### src/rtl/roll_pkg.sv
// Shared types and helpers for the dice-roll sequencer.
// Stage intervals double per stage, starting from the base period.
package roll_pkg;

  localparam int RAND_W = 4;

  typedef enum logic [1:0] {
    IDLE  = 2'd0,
    RUN   = 2'd1,
    LATCH = 2'd2
  } state_t;

  // Computed at 64 bits so callers can detect overflow before truncating.
  function automatic logic [63:0] stage_interval(input logic [63:0] base, input logic [7:0] stage);
    return base << stage;
  endfunction

endpackage

### src/rtl/roll_interval_timer.sv
// Free-running interval counter: ticks combinationally on the last count of
// each interval and wraps to zero; clear restarts the interval.
module roll_interval_timer #(
  parameter int CNT_W = 32
) (
  input  logic             i_clk,
  input  logic             i_reset,
  input  logic             i_clear,
  input  logic             i_enable,
  input  logic [CNT_W-1:0] i_interval,
  output logic             o_tick
);

  logic [CNT_W-1:0] r_cnt;
  logic             w_match;

  assign w_match = (r_cnt == i_interval - CNT_W'(1));
  assign o_tick  = i_enable && w_match;

  always_ff @(posedge i_clk) begin
    if (i_reset || i_clear || o_tick) begin
      r_cnt <= '0;
    end else if (i_enable) begin
      r_cnt <= r_cnt + CNT_W'(1);
    end
  end

endmodule

### src/rtl/roll_sequencer.sv
// Drives LFSR advance pulses at a slowing cadence, mirrors each new value to
// the display, then freezes on the final value and pulses o_done.
module roll_sequencer
  import roll_pkg::*;
#(
  parameter int BASE_PERIOD     = 2500000,
  parameter int STEPS_PER_STAGE = 8,
  parameter int N_STAGES        = 4,
  parameter int CNT_W           = 32
) (
  input  logic              i_clk,
  input  logic              i_reset,
  input  logic              i_start,
  input  logic              i_stop,
  input  logic [RAND_W-1:0] i_rand,
  output logic              o_advance,
  output logic [RAND_W-1:0] o_random,
  output logic              o_busy,
  output logic              o_done
);

  localparam int STEP_W  = (STEPS_PER_STAGE > 1) ? $clog2(STEPS_PER_STAGE) : 1;
  localparam int STAGE_W = (N_STAGES > 1) ? $clog2(N_STAGES) : 1;
  localparam logic [63:0] MAX_IV = stage_interval(64'(BASE_PERIOD), 8'(N_STAGES - 1));

  if (BASE_PERIOD < 2 || STEPS_PER_STAGE < 1 || N_STAGES < 1 || (MAX_IV >> CNT_W) != 64'd0) begin : g_param_err
    $error("roll_sequencer: bad parameters or slowest interval does not fit in CNT_W");
  end

  state_t              r_state, w_next_state;
  logic [STEP_W-1:0]   r_step;
  logic [STAGE_W-1:0]  r_stage;
  logic                r_adv_d;
  logic [RAND_W-1:0]   r_random;
  logic [CNT_W-1:0]    w_interval;
  logic                w_tick;
  logic                w_last_step;
  logic                w_last_stage;
  logic                w_restart;

  assign w_interval   = CNT_W'(stage_interval(64'(BASE_PERIOD), 8'(r_stage)));
  assign w_last_step  = (r_step == STEP_W'(STEPS_PER_STAGE - 1));
  assign w_last_stage = (r_stage == STAGE_W'(N_STAGES - 1));
  assign w_restart    = i_start && (r_state == IDLE || r_state == RUN);

  roll_interval_timer #(.CNT_W(CNT_W)) u_timer (
    .i_clk      (i_clk),
    .i_reset    (i_reset),
    .i_clear    (w_restart || r_state != RUN),
    .i_enable   (r_state == RUN),
    .i_interval (w_interval),
    .o_tick     (w_tick)
  );

  always_ff @(posedge i_clk) begin
    if (i_reset) begin
      r_state <= IDLE;
    end else begin
      r_state <= w_next_state;
    end
  end

  always_comb begin
    w_next_state = r_state;
    case (r_state)
      IDLE:  if (i_start) w_next_state = RUN;
      RUN: begin
        if (i_start) begin
          w_next_state = RUN;
        end else if (i_stop || (w_tick && w_last_step && w_last_stage)) begin
          w_next_state = LATCH;
        end
      end
      LATCH:   w_next_state = IDLE;
      default: w_next_state = IDLE;
    endcase
  end

  always_comb begin
    o_advance = (r_state == RUN) && w_tick;
    o_busy    = (r_state == RUN);
    o_done    = (r_state == LATCH);
  end

  always_ff @(posedge i_clk) begin
    if (i_reset || w_restart) begin
      r_step  <= '0;
      r_stage <= '0;
    end else if (o_advance) begin
      if (w_last_step) begin
        r_step  <= '0;
        r_stage <= w_last_stage ? '0 : r_stage + STAGE_W'(1);
      end else begin
        r_step <= r_step + STEP_W'(1);
      end
    end
  end

  // The LFSR output lags its enable by a cycle, so sample one cycle after advance.
  always_ff @(posedge i_clk) begin
    if (i_reset) begin
      r_adv_d  <= 1'b0;
      r_random <= '0;
    end else begin
      r_adv_d <= o_advance;
      if (r_adv_d || r_state == LATCH) begin
        r_random <= i_rand;
      end
    end
  end

  assign o_random = r_random;

endmodule

### config.mk
export PLATFORM = sky130hd
export DESIGN_NAME = roll_sequencer
export DESIGN_NICKNAME = d
export VERILOG_FILES = /design/src/rtl/roll_pkg.sv /design/src/rtl/roll_interval_timer.sv /design/src/rtl/roll_sequencer.sv
export SDC_FILE = /design/constraint.sdc
export NUM_CORES = 1
export LEC_CHECK = 0
export ABC_AREA = 0
export CAP_MARGIN = 20
export CORE_MARGIN = 1
export CORE_UTILIZATION = 58
export CTS_CLUSTER_DIAMETER = 40
export DETAILED_ROUTE_END_ITERATION = 8
export GPL_ROUTABILITY_DRIVEN = 0
export PLACE_DENSITY = 0.88
export SYNTH_ARGS = -nofsm -noshare
export SYNTH_HDL_FRONTEND = slang
export SYNTH_SLANG_ARGS = --single-unit
### constraint.sdc
create_clock -name i_clk -period 8.19 [get_ports i_clk]
set_clock_uncertainty 0.1 [all_clocks]
set_input_delay 2.0475 -clock i_clk [delete_from_list [all_inputs] [get_ports i_clk]]
set_output_delay 2.0475 -clock i_clk [all_outputs]
set_load 0.1 [all_outputs]
==> flow_metrics.env, run 1 <==
export IMPL_post_route_util_pct=68.26
export IMPL_core_area_um2=4115
export IMPL_p_leak_nw=0.9260
export IMPL_drc=0
export IMPL_cts_buffer_depth=2
export IMPL_via_count=2183
export IMPL_pwr_share_seq_pct=50.5
export IMPL_ys_types=44
export IMPL_synth_area_leaders="dfxtp_1, xnor2_1, nor3_1, ha_1, nor2_1"
export IMPL_p_switching_uw=85.02
export IMPL_multiInputGateArea_um2=1544
export IMPL_netlist_area_um2=2546
export IMPL_avgSynthCellArea_um2=8.631
export IMPL_grt_total_usage_pct=26.34
export IMPL_drt_iter0_markers=92
export IMPL_die_h_um=68.26
export IMPL_final_area_um2=2809
export IMPL_io_pins=15
export IMPL_root_buffer="clkbuf_8"
export IMPL_drv_slew=0
export IMPL_htreeDepth=2
export IMPL_ff_latch_area_um2=880.8
export IMPL_power_frac_comb_pct=4.2
export IMPL_critPathArrivalTime_ps=4430
export IMPL_min_path_type="flip-flop to flip-flop"
export IMPL_ant_nets=0
export IMPL_placed_cells=346
export IMPL_fmax_mhz=152.0
export IMPL_cts_sinks=44
export IMPL_clk_pin_slew_ps=80
export IMPL_max_stage_delay_ps=1200
export IMPL_ctsHoldBuffers=0
export IMPL_setup_viol=0
export IMPL_required_ps=6040
export IMPL_placed_area_um2=2680
export IMPL_ff2ff_path_depth=8
export IMPL_pwr_share_clk_pct=45.3
export IMPL_crit_path_max_fanout=33
export IMPL_mostFrequentLayoutCell="dfxtp_1"
export IMPL_antenna_found_initial=0
export IMPL_n_fill_cell=324
export IMPL_switching_share_pct=19.96
export IMPL_synth_edf_count=0
export IMPL_layout_cells_non_filler=353
export IMPL_port_buffers=14
export IMPL_std_cell_rows=23
export IMPL_syn_inst=295
export IMPL_setup_worst_path_start_class="flip-flop"
export IMPL_period_minus_slack_ps=6581
export IMPL_tritoncts_num_buffers=5
export IMPL_maxCapViolations=0
export IMPL_syn_nets=315
export IMPL_grt_pass1_vias=2001
export IMPL_path_class="flip-flop to output pin"
export IMPL_min_to="u_timer.r_cnt[0]"
export IMPL_tns_ps=0
export IMPL_reg2reg_to="u_timer.r_cnt[1]"
export IMPL_routed_wl_mm=5.595
export IMPL_insertion_delay_ps=300
export IMPL_relSlewSlack_pct=30.63
export IMPL_grt_max_degree=34
export IMPL_area_growth_pct=10.32
export IMPL_worst_slew_pin_slew_ps=1038
export IMPL_whs_ps=363.2
export IMPL_finalCritPeriodShare_pct=80.35
export IMPL_cts_tree="done"
export IMPL_die_area_um2=4659
export IMPL_p_per_area_nw_per_um2=151.6
export IMPL_cp_end_kind="output pin"
export IMPL_viasPerCell=6.184
export IMPL_die_w_um=68.26
export IMPL_hold_viol=0
export IMPL_synth_seq_area_share_pct=34.59
export IMPL_ys_flop_type="dfxtp_1"
export IMPL_ys_ff_latch=44
export IMPL_final_cell_mix="dfxtp_1, nor3_1, xnor2_1"
export IMPL_cp_slowest_cell="clkdlybuf4s50_1"
export IMPL_hpwlAfterDp_mm=3.934
export IMPL_synth_top_area_cell="dfxtp_1"
export IMPL_drive_gt1_share_pct=3.630
export IMPL_wl_per_cell_um=15.85
export IMPL_ctsResizeCount=0
export IMPL_hold_depth=1
export IMPL_cts_setup_buffers=0
export IMPL_p_int_uw=340.9
export IMPL_ys_warnings_count=0
export IMPL_r2r_start="r_stage[0]"
export IMPL_dr_pass1_iters=4
export IMPL_synthArstFlopShare_pct=0
export IMPL_holdCritStartpoint="u_timer.r_cnt[0]"
export IMPL_status="finished clean"
export IMPL_synth_top_area_share_pct=34.59
export IMPL_start_util_pct=61.87
export IMPL_grt_setup_unrepaired="no"
export IMPL_nNetsFinal=323
export IMPL_path_cells="inv_1 > ha_1 > or2_0 > or4_1 > a2111o_1 > nor3_4 > buf_4 > clkdlybuf4s50_1"
export IMPL_num_antenna_cells=0
export IMPL_grt_pass1_wl_mm=9.108
export IMPL_grt_overflow_total=0
export IMPL_peakVddDrop_mv=0.1174
export IMPL_r2r_slack_ps=4820
==> final cells by class <==
type / instances / share of cell area, %
clock buffer: 5 / 2.450
sequential: 44 / 31.36
timing repair buffer: 15 / 5.256
clock inverter: 2 / 2.138
tap: 50 / 2.227
inverter: 12 / 1.604
multi-input combinational: 225 / 54.97
==> registers in the layout (all words and copies together) (netlist names) <==
name / count
r_step: 3
u_timer.r_cnt: 32
r_state: 2
r_adv_d: 1
o_random: 4
r_stage: 2
==> worst max path at each step <==
| stage | startpoint | to | slack, ps | cells past startpoint |
|---|---|---|---|---|
| 6_report | r_stage[0] | o_advance | 1610 | 8 |
| 5_1_grt | r_stage[0] | o_advance | 1410 | 8 |
| 4_1_cts | r_stage[0] | o_advance | 1600 | 8 |
| 3_5_place_dp | r_stage[0] | o_advance | 1960 | 8 |
| 3_3_place_gp | r_stage[0] | o_advance | 2030 | 8 |
| 2_1_floorplan | r_stage[0] | o_advance | 3250 | 7 |
==> worst max-delay path, delay by kind of cell, from the launching register on <==
kind                       cells  cell delay, ps
AOI/OAI and AO/OA              1             530
adders and majority gates      1             400
buffers and inverters          3            1700
DFF                            1             480
and+or+nand+nor                3            1000
==> cell families after synthesis <==
kind of cell	synth area share (%)
simple gates	32.38
flops	34.59
xor+xnor	11.35
compound gates	8.255
buf+inv	4.766
fa+ha+maj	5.897
mux	2.752
==> synth_stat cells, types with 9 or more instances <==
cell      count
and3_1        9
clkbuf_1      9
dfxtp_1      44
ha_1         12
inv_1        12
nand2_1      14
nand3_1       9
nand4_1      10
nor2_1       19
nor3_1       36
nor4_1        9
xnor2_1      25
==> through the flow <==
| step | setup WS, ps | power, mW |
|---|---|---|
| after floorplan | 3253 | 0.2321 |
| after global routing | 1414 | 0.4374 |
| after global placement | 2035 | 0.2379 |
| after CTS | 1603 | 0.4288 |
| final | 1609 | 0.4260 |
| after detailed placement | 1962 | 0.2380 |
==> power groups by stage <==
stage / clock, mW / sequential, mW / combinational (mW)
2_1_floorplan: 0 / 0.222 / 0.00997
3_3_place_gp: 0 / 0.220 / 0.0176
3_5_place_dp: 0 / 0.220 / 0.0176
4_1_cts: 0.196 / 0.215 / 0.0178
5_1_grt: 0.203 / 0.215 / 0.0189
6_report: 0.193 / 0.215 / 0.0177
==> per-layer routing <==
layer | track usage, % | vias up | share of wire (%)
met2 | 44.73 | 51 | 48
met4 | 13.28 | 0 | 2.5
li1 | - | 1092 | -
met3 | 5.833 | 15 | 3.7
met1 | 30.83 | 1025 | 46
met5 | 0 | - | 0
Power figures use the tool's default switching activity.
==> run 2: changes to the inputs <==
==> constraint.sdc (replaced) <==
create_clock -name i_clk -period 6.75 [get_ports i_clk]
set_clock_uncertainty 0.1 [all_clocks]
set_input_delay 1.6875 -clock i_clk [delete_from_list [all_inputs] [get_ports i_clk]]
set_output_delay 1.6875 -clock i_clk [all_outputs]
set_load 0.1 [all_outputs]
==> flow_metrics.env, run 2 (same netlist as run 1, synthesis figures left out) <==
export IMPL_status="finished clean"
export IMPL_crit_start="r_stage[0]"
export IMPL_mostFrequentLayoutCell="dfxtp_1"
export IMPL_core_area_um2=4115
export IMPL_drc=0
export IMPL_area_growth_pct=8.698
export IMPL_insertion_delay_ps=300
export IMPL_start_util_pct=61.87
export IMPL_p_int_uw=351.6
export IMPL_cts_buffer_depth=2
export IMPL_wl_per_cell_um=15.74
export IMPL_num_antenna_cells=0
export IMPL_period_minus_slack_ps=5375
export IMPL_grt_overflow_total=0
export IMPL_die_area_um2=4659
export IMPL_drive_gt1_share_pct=3.618
export IMPL_ctsResizeCount=0
export IMPL_path_cells="inv_1 > ha_1 > or2_0 > or4_1 > a2111o_1 > nor3_4 > buf_4 > buf_4"
export IMPL_cp_slowest_cell="or4_1"
export IMPL_crit_path_max_fanout=33
export IMPL_die_w_um=68.26
export IMPL_hpwlAfterDp_mm=3.998
export IMPL_cp_end_kind="output pin"
export IMPL_ff_latch_area_um2=880.8
export IMPL_drt_iter0_markers=104
export IMPL_power_frac_comb_pct=4.8
export IMPL_largest_register="u_timer.r_cnt"
export IMPL_maxCapViolations=0
export IMPL_grt_pass1_vias=1889
export IMPL_die_h_um=68.26
export IMPL_dr_pass1_iters=4
export IMPL_pwr_share_clk_pct=37.4
export IMPL_placed_area_um2=2678
export IMPL_port_buffers=14
export IMPL_std_cell_rows=23
export IMPL_root_buffer="clkbuf_8"
export IMPL_p_switching_uw=100.4
export IMPL_grt_max_degree=34
export IMPL_cts_tree="done"
export IMPL_final_cell_mix="dfxtp_1, nor3_1, xnor2_1"
export IMPL_max_stage_delay_ps=570
export IMPL_multiInputGateArea_um2=1544
export IMPL_r2r_start="r_stage[0]"
export IMPL_htreeDepth=2
export IMPL_p_per_area_nw_per_um2=163.3
export IMPL_required_ps=4960
export IMPL_grt_total_usage_pct=25.57
export IMPL_fmax_mhz=186.0
export IMPL_cts_sinks=44
export IMPL_peakVddDrop_mv=0.1025
export IMPL_viasPerCell=6.141
export IMPL_pwr_share_seq_pct=57.8
export IMPL_pre_cts_ws_ps=1748
export IMPL_crit_path_end="o_advance"
export IMPL_antenna_found_initial=0
export IMPL_hold_viol=0
export IMPL_routed_wl_mm=5.572
export IMPL_hold_depth=1
export IMPL_reg2reg_to="u_timer.r_cnt[1]"
export IMPL_relSlewSlack_pct=28.78
export IMPL_worst_slew_pin_slew_ps=1066
export IMPL_tns_ps=0
export IMPL_cts_setup_buffers=0
export IMPL_final_area_um2=2768
export IMPL_min_path_type="flip-flop to flip-flop"
export IMPL_critPathMostFrequentCell="buf_4"
export IMPL_p_leak_nw=0.9093
export IMPL_setup_slack_ps=1375
export IMPL_grt_setup_unrepaired="no"
export IMPL_path_class="flip-flop to output pin"
export IMPL_ff2ff_path_depth=8
export IMPL_ant_nets=0
export IMPL_io_pins=15
export IMPL_r2r_slack_ps=3380
export IMPL_layout_cells_non_filler=354
export IMPL_largest_reg_flops=32
export IMPL_drv_slew=0
export IMPL_switching_share_pct=22.22
export IMPL_setup_worst_path_start_class="flip-flop"
export IMPL_critPathArrivalTime_ps=3590
export IMPL_n_fill_cell=337
export IMPL_clk_pin_slew_ps=80
export IMPL_grt_pass1_wl_mm=8.769
export IMPL_nNetsFinal=323
export IMPL_via_count=2174
export IMPL_setup_viol=0
export IMPL_tritoncts_num_buffers=5
export IMPL_ctsHoldBuffers=0
export IMPL_finalCritPeriodShare_pct=79.63
export IMPL_placed_cells=346
run 2: changes by cell type in the layout (fill, tap and decap cells not counted):
cell / change
bufinv_16: -2
clkbuf_8: +1
clkbuf_1: +2
buf_4: +1
clkdlybuf4s50_1: -1
run 2: how the worst min path moves through the flow:
stage | start | endpoint | slack [ps]
2_1_floorplan | u_timer.r_cnt[0] | u_timer.r_cnt[0] | 320
3_3_place_gp | u_timer.r_cnt[0] | u_timer.r_cnt[0] | 340
4_1_cts | u_timer.r_cnt[0] | u_timer.r_cnt[0] | 360
6_report | u_timer.r_cnt[0] | u_timer.r_cnt[0] | 360
5_1_grt | u_timer.r_cnt[0] | u_timer.r_cnt[0] | 380
3_5_place_dp | u_timer.r_cnt[0] | u_timer.r_cnt[0] | 340
run 2: critical path, delay by kind of cell (launching register included):
family | cells | cell delay, ps
adder cells (fa/ha/maj) | 1 | 390
buffers and inverters | 3 | 870
AO/OA/AOI/OAI | 1 | 530
AND/OR/NAND/NOR | 3 | 1010
flip-flops | 1 | 490
run 2: power groups by stage:
stage	Combinational (mW)	Sequential, mW	Clock (mW)
floorplan	0.0121	0.269	0
global placement	0.0214	0.267	0
detailed placement	0.0216	0.267	0
CTS	0.0217	0.261	0.172
global route	0.0231	0.261	0.183
finish	0.0216	0.261	0.169
run 2: per-layer routing:
layer | share of wire [%] | wire (um) | up-vias | GRT usage (%)
li1 | - | - | 1085 | -
met1 | 47 | 2604 | 1037 | 32.02
met2 | 47 | 2627 | 47 | 43.26
met3 | 5.2 | 289 | 5 | 6.500
met4 | 0.92 | 51 | 0 | 6.510
met5 | 0 | 0 | - | 0
run 2: area by class of cell:
type / instances / share of cell area [%]
clock buffers: 8 / 3.255
inverters: 12 / 1.627
multi-input cells: 225 / 55.79
flip-flops and latches: 44 / 31.83
well taps: 50 / 2.260
repair buffers: 15 / 5.244
run 2: metrics by stage:
step	util, %	total power [mW]	hold WS (ps)
floorplan	-	0.2816	320.9
global placement	65.07	0.2886	338.5
detailed placement	65.07	0.2889	343.7
CTS	67.25	0.4543	355.1
global route	67.25	0.4677	376.1
finish	67.25	0.4520	355.9
==> run 3: changes to the inputs <==
--- a/config.mk
+++ b/config.mk
@@ -8,11 +8,11 @@
 export ABC_AREA = 0
 export CAP_MARGIN = 20
 export CORE_MARGIN = 1
-export CORE_UTILIZATION = 58
+export CORE_UTILIZATION = 53
 export CTS_CLUSTER_DIAMETER = 40
 export DETAILED_ROUTE_END_ITERATION = 8
 export GPL_ROUTABILITY_DRIVEN = 0
-export PLACE_DENSITY = 0.88
+export PLACE_DENSITY = 0.85
 export SYNTH_ARGS = -nofsm -noshare
 export SYNTH_HDL_FRONTEND = slang
 export SYNTH_SLANG_ARGS = --single-unit
==> constraint.sdc (replaced) <==
create_clock -name i_clk -period 4.6 [get_ports i_clk]
set_clock_uncertainty 0.1 [all_clocks]
set_input_delay 1.15 -clock i_clk [delete_from_list [all_inputs] [get_ports i_clk]]
set_output_delay 1.15 -clock i_clk [all_outputs]
set_load 0.1 [all_outputs]
==> flow_metrics.env, run 3 (same netlist as run 1, synthesis figures left out) <==
export IMPL_violations="DRC"
export IMPL_hpwlAfterDp_mm=4.062
export IMPL_std_cell_rows=24
export IMPL_nNetsFinal=324
export IMPL_insertion_delay_ps=320
export IMPL_cts_tree="done"
export IMPL_start_util_pct=56.91
export IMPL_cts_buffer_depth=2
export IMPL_worst_slew_pin_slew_ps=977.1
export IMPL_grt_setup_unrepaired="no"
export IMPL_required_ps=3350
export IMPL_drive_gt1_share_pct=4.590
export IMPL_root_buffer="clkbuf_8"
export IMPL_viasPerCell=6.148
export IMPL_final_cell_mix="dfxtp_1, nor3_1, xnor2_1"
export IMPL_ctsResizeCount=0
export IMPL_grt_overflow_total=0
export IMPL_period_minus_slack_ps=4431
export IMPL_drv_slew=0
export IMPL_tritoncts_num_buffers=5
export IMPL_largest_reg_flops=32
export IMPL_htreeDepth=2
export IMPL_grt_pass1_vias=2038
export IMPL_num_antenna_cells=0
export IMPL_antenna_found_initial=0
export IMPL_setup_worst_path_start_class="flip-flop"
export IMPL_routed_wl_mm=5.618
export IMPL_cp_end_kind="output pin"
export IMPL_peakVddDrop_mv=0.1828
export IMPL_n_fill_cell=391
export IMPL_mostFrequentLayoutCell="dfxtp_1"
export IMPL_pre_cts_ws_ps=526.8
export IMPL_die_h_um=71.31
export IMPL_largest_register="u_timer.r_cnt"
export IMPL_via_count=2195
export IMPL_area_growth_pct=9.779
export IMPL_drc=3
export IMPL_dr_pass1_iters=6
export IMPL_drt_iter0_markers=117
export IMPL_setup_slack_ps=168.6
export IMPL_die_area_um2=5085
export IMPL_hold_viol=0
export IMPL_p_leak_nw=0.9199
export IMPL_maxCapViolations=0
export IMPL_grt_total_usage_pct=23.62
export IMPL_setup_viol=0
export IMPL_path_class="flip-flop to output pin"
export IMPL_crit_path_max_fanout=8
export IMPL_die_w_um=71.31
export IMPL_p_per_area_nw_per_um2=242.3
export IMPL_grt_max_degree=33
export IMPL_relSlewSlack_pct=34.66
export IMPL_core_area_um2=4474
export IMPL_cts_sinks=44
export IMPL_tns_ps=0
export IMPL_ant_nets=0
export IMPL_clk_pin_slew_ps=100
export IMPL_wl_per_cell_um=15.74
export IMPL_cts_setup_buffers=0
export IMPL_grt_pass1_wl_mm=9.494
export IMPL_status="finished with violations"
export IMPL_io_pins=15
export IMPL_port_buffers=14
export IMPL_critPathArrivalTime_ps=3180
export IMPL_finalCritPeriodShare_pct=96.34
export IMPL_ctsHoldBuffers=0
export IMPL_fmax_mhz=225.7
export IMPL_min_path_type="flip-flop to flip-flop"
## run 3: cell type report
cell class | count | area (um^2) | share of cell area [%]
Inverter | 12 | 45.04 | 1.611
Clock buffer | 5 | 68.82 | 2.462
Timing Repair Buffer | 16 | 165.2 | 5.909
Clock inverter | 3 | 26.28 | 0.9400
Multi-Input combinational cell | 225 | 1544 | 55.24
Sequential cell | 44 | 880.8 | 31.51
Tap cell | 52 | 65.06 | 2.328
## run 3: metrics by stage
stage / std cells / total power, mW / util [%] / cell area, um^2 / hold WS, ps
detailed placement: 349 / 0.4244 / 60.35 / 2700 / 338.6
finish: 357 / 0.6772 / 62.47 / 2795 / 355.7
CTS: 357 / 0.6818 / 62.47 / 2795 / 353.1
global route: 357 / 0.6984 / 62.47 / 2795 / 385.6
global placement: 349 / 0.4240 / 60.35 / 2700 / 335.1
floorplan: 295 / 0.4132 / - / 2546 / 320.9
## run 3: metal layers
layer	vias to the layer above	track usage, %	part of all wire, %
met3	9	4.923	5.0
li1	1091	-	-
met1	1045	29.69	45
met5	-	0	0
met2	50	40.21	49
met4	0	8.222	1.5
## run 3: worst paths after layout
check / startpoint / to / slack, ps / cells past startpoint
setup / recovery: r_stage[0] / o_advance / 170 / 7
hold / removal: u_timer.r_cnt[0] / u_timer.r_cnt[0] / 360 / 1
setup reg to reg: r_stage[0] / u_timer.r_cnt[1] / 1130 / 8
hold reg to reg: u_timer.r_cnt[0] / u_timer.r_cnt[0] / 360 / 1
## run 3: power breakdown
part | total (mW) | internal [mW] | switching (mW)
registers | 0.383 | 0.382 | 0.00100
clock network | 0.262 | 0.112 | 0.150
logic | 0.0322 | 0.0115 | 0.0207
total | 0.677 | 0.506 | 0.171
## run 3: worst max-delay path: stages, from the launching register on
cell      delay [ps]
dfxtp_1          490
inv_1            150
ha_1             390
or2_0            260
or4_1            570
a2111o_1         530
nor3_4           260
buf_12           210
